[src/rtl/game_progress.sv]
// ---------------------------------------------------------------------------
// game_progress
//
// Purpose:
//   Tracks per-level kill progress, player hit points and the cumulative
//   score for the game state controller. Collision and hit pulses from the
//   sprite logic come in. The level-complete code (cont) and the alive flag
//   (health) go out to the game FSM. All outputs are registered.
//
// Configuration macro:
//   GODMODE_EN  - when defined, player_hit is ignored completely. hp stays at
//                 MAX_HEALTH, health stays 1, and DEAD can never be reached.
//
// Ports:
//   Clk         in   1   system clock
//   Reset_n     in   1   synchronous reset, active low
//   frame_tick  in   1   one-cycle pulse per video frame
//   level       in   3   FSM level code: 0=Start 1..3=playing 4=End 5=Gameover
//   enemy_kill  in   1   one-cycle pulse, one enemy destroyed
//   player_hit  in   1   one-cycle pulse, player struck
//   cont        out  3   level-complete code: 001 L1, 010 L2, 100 L3, else 000
//   health      out  1   1 = player alive, 0 = dead
//   hp          out  3   remaining hit points
//   kill_count  out  5   kills in the current level
//   score       out  16  cumulative score (saturating)
// ---------------------------------------------------------------------------
module game_progress #(
    parameter int KILLS_L1     = 8,
    parameter int KILLS_L2     = 12,
    parameter int KILLS_L3     = 16,
    parameter int MAX_HEALTH   = 3,
    parameter int HIT_COOLDOWN = 60
) (
    input  logic        Clk,
    input  logic        Reset_n,
    input  logic        frame_tick,
    input  logic [2:0]  level,
    input  logic        enemy_kill,
    input  logic        player_hit,
    output logic [2:0]  cont,
    output logic        health,
    output logic [2:0]  hp,
    output logic [4:0]  kill_count,
    output logic [15:0] score
);

    typedef enum logic [1:0] {
        IDLE,
        PLAY,
        CLEARED,
        DEAD
    } state_t;

    state_t      state;
    state_t      state_next;
    logic [2:0]  lvl_q;
    logic [7:0]  cooldown;

    logic [2:0]  cont_next;
    logic        health_next;
    logic [2:0]  hp_next;
    logic [4:0]  kill_next;
    logic [15:0] score_next;
    logic [7:0]  cooldown_next;

    logic [4:0]  target;
    logic        level_change;
    logic        level_playable;
    logic        kill_accept;
    logic        hit_accept;
    logic [16:0] score_sum;

    // Kill target for the level currently shown by the FSM.
    always_comb begin
        target = 5'd0;
        case (level)
            3'd1:    target = 5'(KILLS_L1);
            3'd2:    target = 5'(KILLS_L2);
            3'd3:    target = 5'(KILLS_L3);
            default: target = 5'd0;
        endcase
    end

    assign level_change   = (level != lvl_q);
    assign level_playable = (level >= 3'd1) && (level <= 3'd3);

    // A kill landing in the same cycle as a level change is dropped. It would
    // otherwise be credited to a level whose counter is being cleared.
    assign kill_accept = enemy_kill && (state == PLAY) && !level_change && level_playable;

    // One extra bit catches the overflow so the score can saturate.
    assign score_sum = {1'b0, score} + (17'(level) * 17'd10);

`ifdef GODMODE_EN
    assign hit_accept = 1'b0;
`else
    assign hit_accept = player_hit && ((state == PLAY) || (state == CLEARED)) &&
                        (cooldown == 8'd0) && (hp != 3'd0);
`endif

    // The datapath updates come first: kills, level-change clear, hits and
    // cooldown. The state decision is made after them. It can then look at
    // the post-hit hp, which lets a fatal hit override a level clear that
    // happens in the same cycle.
    always_comb begin
        state_next    = state;
        cont_next     = cont;
        hp_next       = hp;
        kill_next     = kill_count;
        score_next    = score;
        cooldown_next = cooldown;
        health_next   = health;

        if (kill_accept) begin
            kill_next  = (kill_count >= target) ? target : kill_count + 5'd1;
            score_next = score_sum[16] ? 16'hFFFF : score_sum[15:0];
        end

        if (level_change) begin
            kill_next = 5'd0;
            cont_next = 3'b000;
        end

        if (hit_accept) begin
            hp_next       = hp - 3'd1;
            cooldown_next = 8'(HIT_COOLDOWN);
        end else if (frame_tick && (cooldown != 8'd0)) begin
            cooldown_next = cooldown - 8'd1;
        end

        case (state)
            IDLE: begin
                if (level_playable) begin
                    state_next = PLAY;
                end else if (level == 3'd0) begin
                    hp_next    = 3'(MAX_HEALTH);
                    score_next = 16'd0;
                    kill_next  = 5'd0;
                end
            end
            PLAY: begin
                if (hp_next == 3'd0) begin
                    state_next = DEAD;
                    cont_next  = 3'b000;
                end else if (!level_playable) begin
                    // End/Gameover codes drop back without clearing.
                    // The score therefore stays visible.
                    state_next = IDLE;
                end else if (kill_accept && (kill_next == target)) begin
                    state_next = CLEARED;
                    cont_next  = 3'b001 << (level - 3'd1);
                end
            end
            CLEARED: begin
                if (hp_next == 3'd0) begin
                    state_next = DEAD;
                    cont_next  = 3'b000;
                end else if (level_change) begin
                    state_next = level_playable ? PLAY : IDLE;
                end
            end
            DEAD: begin
                // Checking for level 0 rather than for a change into level 0
                // avoids a lock-up. Otherwise a death in the same cycle as a
                // move to level 0 would leave the block stuck in DEAD.
                if (level == 3'd0) begin
                    state_next = IDLE;
                    hp_next    = 3'(MAX_HEALTH);
                    score_next = 16'd0;
                    kill_next  = 5'd0;
                end
            end
            default: state_next = IDLE;
        endcase

`ifdef GODMODE_EN
        health_next = 1'b1;
`else
        health_next = (hp_next != 3'd0);
`endif
    end

    // State and output registers.
    always_ff @(posedge Clk) begin
        if (!Reset_n) begin
            state      <= IDLE;
            lvl_q      <= 3'd0;
            cont       <= 3'b000;
            health     <= 1'b1;
            hp         <= 3'(MAX_HEALTH);
            kill_count <= 5'd0;
            score      <= 16'd0;
            cooldown   <= 8'd0;
        end else begin
            state      <= state_next;
            lvl_q      <= level;
            cont       <= cont_next;
            health     <= health_next;
            hp         <= hp_next;
            kill_count <= kill_next;
            score      <= score_next;
            cooldown   <= cooldown_next;
        end
    end

endmodule

[config.mk]
export PLATFORM = sky130hd
export DESIGN_NAME = game_progress
export DESIGN_NICKNAME = d
export VERILOG_FILES = /design/src/rtl/game_progress.sv
export SDC_FILE = /design/constraint.sdc
export NUM_CORES = 1
export LEC_CHECK = 0
export ABC_AREA = 1
export BUFFER_PORTS_ARGS = -buffer_cell sky130_fd_sc_hd__buf_4
export CAP_MARGIN = 20
export CORE_AREA = 2 2 78 80
export CTS_BUF_LIST = sky130_fd_sc_hd__clkbuf_16
export DETAILED_ROUTE_END_ITERATION = 16
export DIE_AREA = 0 0 80 82
export PLACE_DENSITY = 0.69
export SYNTH_ARGS = -nofsm -noshare
export SYNTH_HDL_FRONTEND = slang
export SYNTH_SLANG_ARGS = --single-unit
export TNS_END_PERCENT = 10
[constraint.sdc]
create_clock -name Clk -period 6.1 [get_ports Clk]
set_input_delay 1.525 -clock Clk [delete_from_list [all_inputs] [get_ports Clk]]
set_output_delay 1.525 -clock Clk [all_outputs]
set_load 0.03 [all_outputs]
==> impl_metrics.yaml <==
critical_path:
  crit_type: "in2reg"
  crit_path_max_fanout: 8
  arrival_ns: 3.93
  required_ns: 6.29
  path_common_cell: "nand2_1"
  slowest_delay_ns: 0.35
  slowest_stage: "ha_1"
  crit_path_end_kind: "flop"
  start_kind: "input pin"
  cp_cell_sequence: "buf_4, ha_1, ha_1, ha_1, nand2_1, o21ai_0, a21oi_1, o21ai_0, nand2_1, nor2_1, nand2_1, nor2_1, nand2_1, a31oi_1"
synth:
  synth_cell_types: 34
  ys.flop_type: "dfxtp_1"
  ys_seq_elements: 41
  synth_warnings: 0
  ys_seq_area_frac: 0.309
  async_reset_ff_frac: 0
  synth_nets: 415
  synth.most_common_cell: "nand2_1"
  synth_cells: 386
  mappedNetlistArea_sq_mm: 0.00266
  synth_top_area_frac: 0.309
  netlist_top_cells_count: "nand2_1, inv_1, dfxtp_1, nor2_1, nand3_1"
  synth_edf_count: 0
  yosys-top-cells-area: "dfxtp_1, nand2_1, ha_1"
  avgSynthCellArea_sq_um: 6.89
  synth_top_cell_by_area: "dfxtp_1"
clocking:
  post_cts_resized: 0
  clkSinkCount: 41
  insertion_delay_ns: 0.28
  cts_tree: "yes"
  hold_buffers: 0
  numCtsBuffers: 5
  cts_buffer_depth: 2
  cts_setup_buffers: 0
  ctsHtreeMaxLevel: 2
  cts-root-buf: "clkbuf_16"
  clk_pin_slew_ns: 0.06
sta:
  slew_headroom: 0.607
  drv_slew: 0
  hold_ws_ns: 0.449
  hold_violations: 0
  max_freq_ghz: 0.267
  tns_ns: 0
  tightestPinTransition_ns: 0.589
  period_share: 0.613
  rsz0062_at_grt: "false"
  setup_viol: 0
  period_needed_ns: 3.74
  skew_ns: 0.00647
route:
  num_vias: 2485
  routedWlPerCell_um: 11.1
  dr.pass1.iters: 5
  routed_wl_um: 5520
  ant_nets: 0
  drc: 0
  viasPerCell: 5.01
  first_iter_violations: 81
place:
  dpl.cell_count: 490
  gp_congestion: 0.849
  portBuffers: 35
  dp_hpwl_um: 4210
final_layout:
  nFillCells: 585
  final_nets: 451
  diodes: 0
  syn_to_final_growth_pct: 17.3
  stdcell_count: 496
  finalCoreUtilization: 0.543
  layout-drive-gt1-share: 0.157
job:
  drv_cap: 0
floorplanning:
  start_util: 0.463
  core-area_sq_mm: 0.00575
  pin_count: 36
  num_rows: 28
  die-width_um: 80
  die_y_um: 82
  dieArea_sq_mm: 0.00656
global_route:
  grt_pass1_vias: 2237
  antenna_found_initial: 0
  grt_max_degree: 19
  grtUsageTotal: 0.173
  overflow: 0
  grt_pass1_wl_um: 9250
pwr:
  power.static_leakage_nw: 1.52
  ir_worst_vdd_mv: 0.165
  power.density_mw_per_mm2: 328
  p_total_mw: 1.02
outcome:
  status: "finished, final reports clean"
min_path:
  hold_path.class: "reg2reg"
per-layer routing:
metal / GRT usage / vias up / routed length [um]
li1: - / 1307 / -
met1: 0.211 / 1131 / 2520
met2: 0.307 / 37 / 2700
met3: 0.0286 / 10 / 196
met4: 0.0661 / 0 / 93
met5: 0 / - / 0
cells by family (layout without fill, tap and decap cells):
group / after synthesis / count (layout) / share of synthesized area
buffers and inverters: 76 / 111 / 0.109
DFF: 41 / 41 / 0.309
adders and majority gates: 21 / 21 / 0.102
xor gates and xnor gates: 13 / 13 / 0.0428
AOI/OAI and AO/OA: 68 / 68 / 0.144
and+or+nand+nor: 167 / 167 / 0.294
placed cells by master, fill, tap and decap left out, types with 4 or more instances in the layout:
cell	count
buf_4	35
nand3_1	28
a31oi_1	8
ha_1	20
xor2_1	10
dfxtp_1	41
nand3_2	4
nand4_1	4
nand2_2	5
inv_1	65
a21oi_2	4
nor2_1	33
o21ai_0	24
inv_2	5
nor3_1	4
a21oi_1	22
nand2_1	79
clkbuf_16	5
through the flow:
step	instance area [sq um]	setup WS, ns
4_1_cts	3120	2.35
3_5_place_dp	2990	2.11
3_3_place_gp	2990	2.25
5_1_grt	3120	2.12
2_1_floorplan	2660	2.57
6_report	3120	2.36
final cells by class:
class                   count  area, sq um  share of cell area
clock buffers               5          125              0.0401
clock inverters             1         5.00             0.00160
inverters                  70          263              0.0842
multi-input cells         269         1550               0.497
flip-flops and latches     41          821               0.263
well taps                  75         93.8              0.0301
repair buffers             35          263              0.0842
worst paths after layout:
kind | from | endpoint | slack [ns] | cells after the start
setup / recovery | level[0] | score[15] | 2.36 | 14
hold / removal | score[0] | score[0] | 0.45 | 2
setup reg to reg | score[1] | score[15] | 3.62 | 12
hold reg to reg | score[0] | score[0] | 0.45 | 2
critical path, delay by kind of cell:
| family | cells | cell delay [ns] |
|---|---|---|
| adders and majority gates | 3 | 0.82 |
| AOI/OAI and AO/OA | 4 | 0.76 |
| and+or+nand+nor | 6 | 0.69 |
| buffers and inverters | 1 | 0.14 |
registers in the layout (all words and copies together), names as in the netlist:
signal and cells:
state 2, health 1, hp 3, kill_count 5, cont 3, cooldown 8, lvl_q 3, score 16
where the power goes:
part           leakage, nW  internal (mW)  switching (mW)
combinational         1.12          0.147           0.283
sequential           0.334          0.319          0.0284
clock               0.0655          0.146          0.0989
total                 1.52          0.612           0.411
Power figures use the tool's default switching activity.
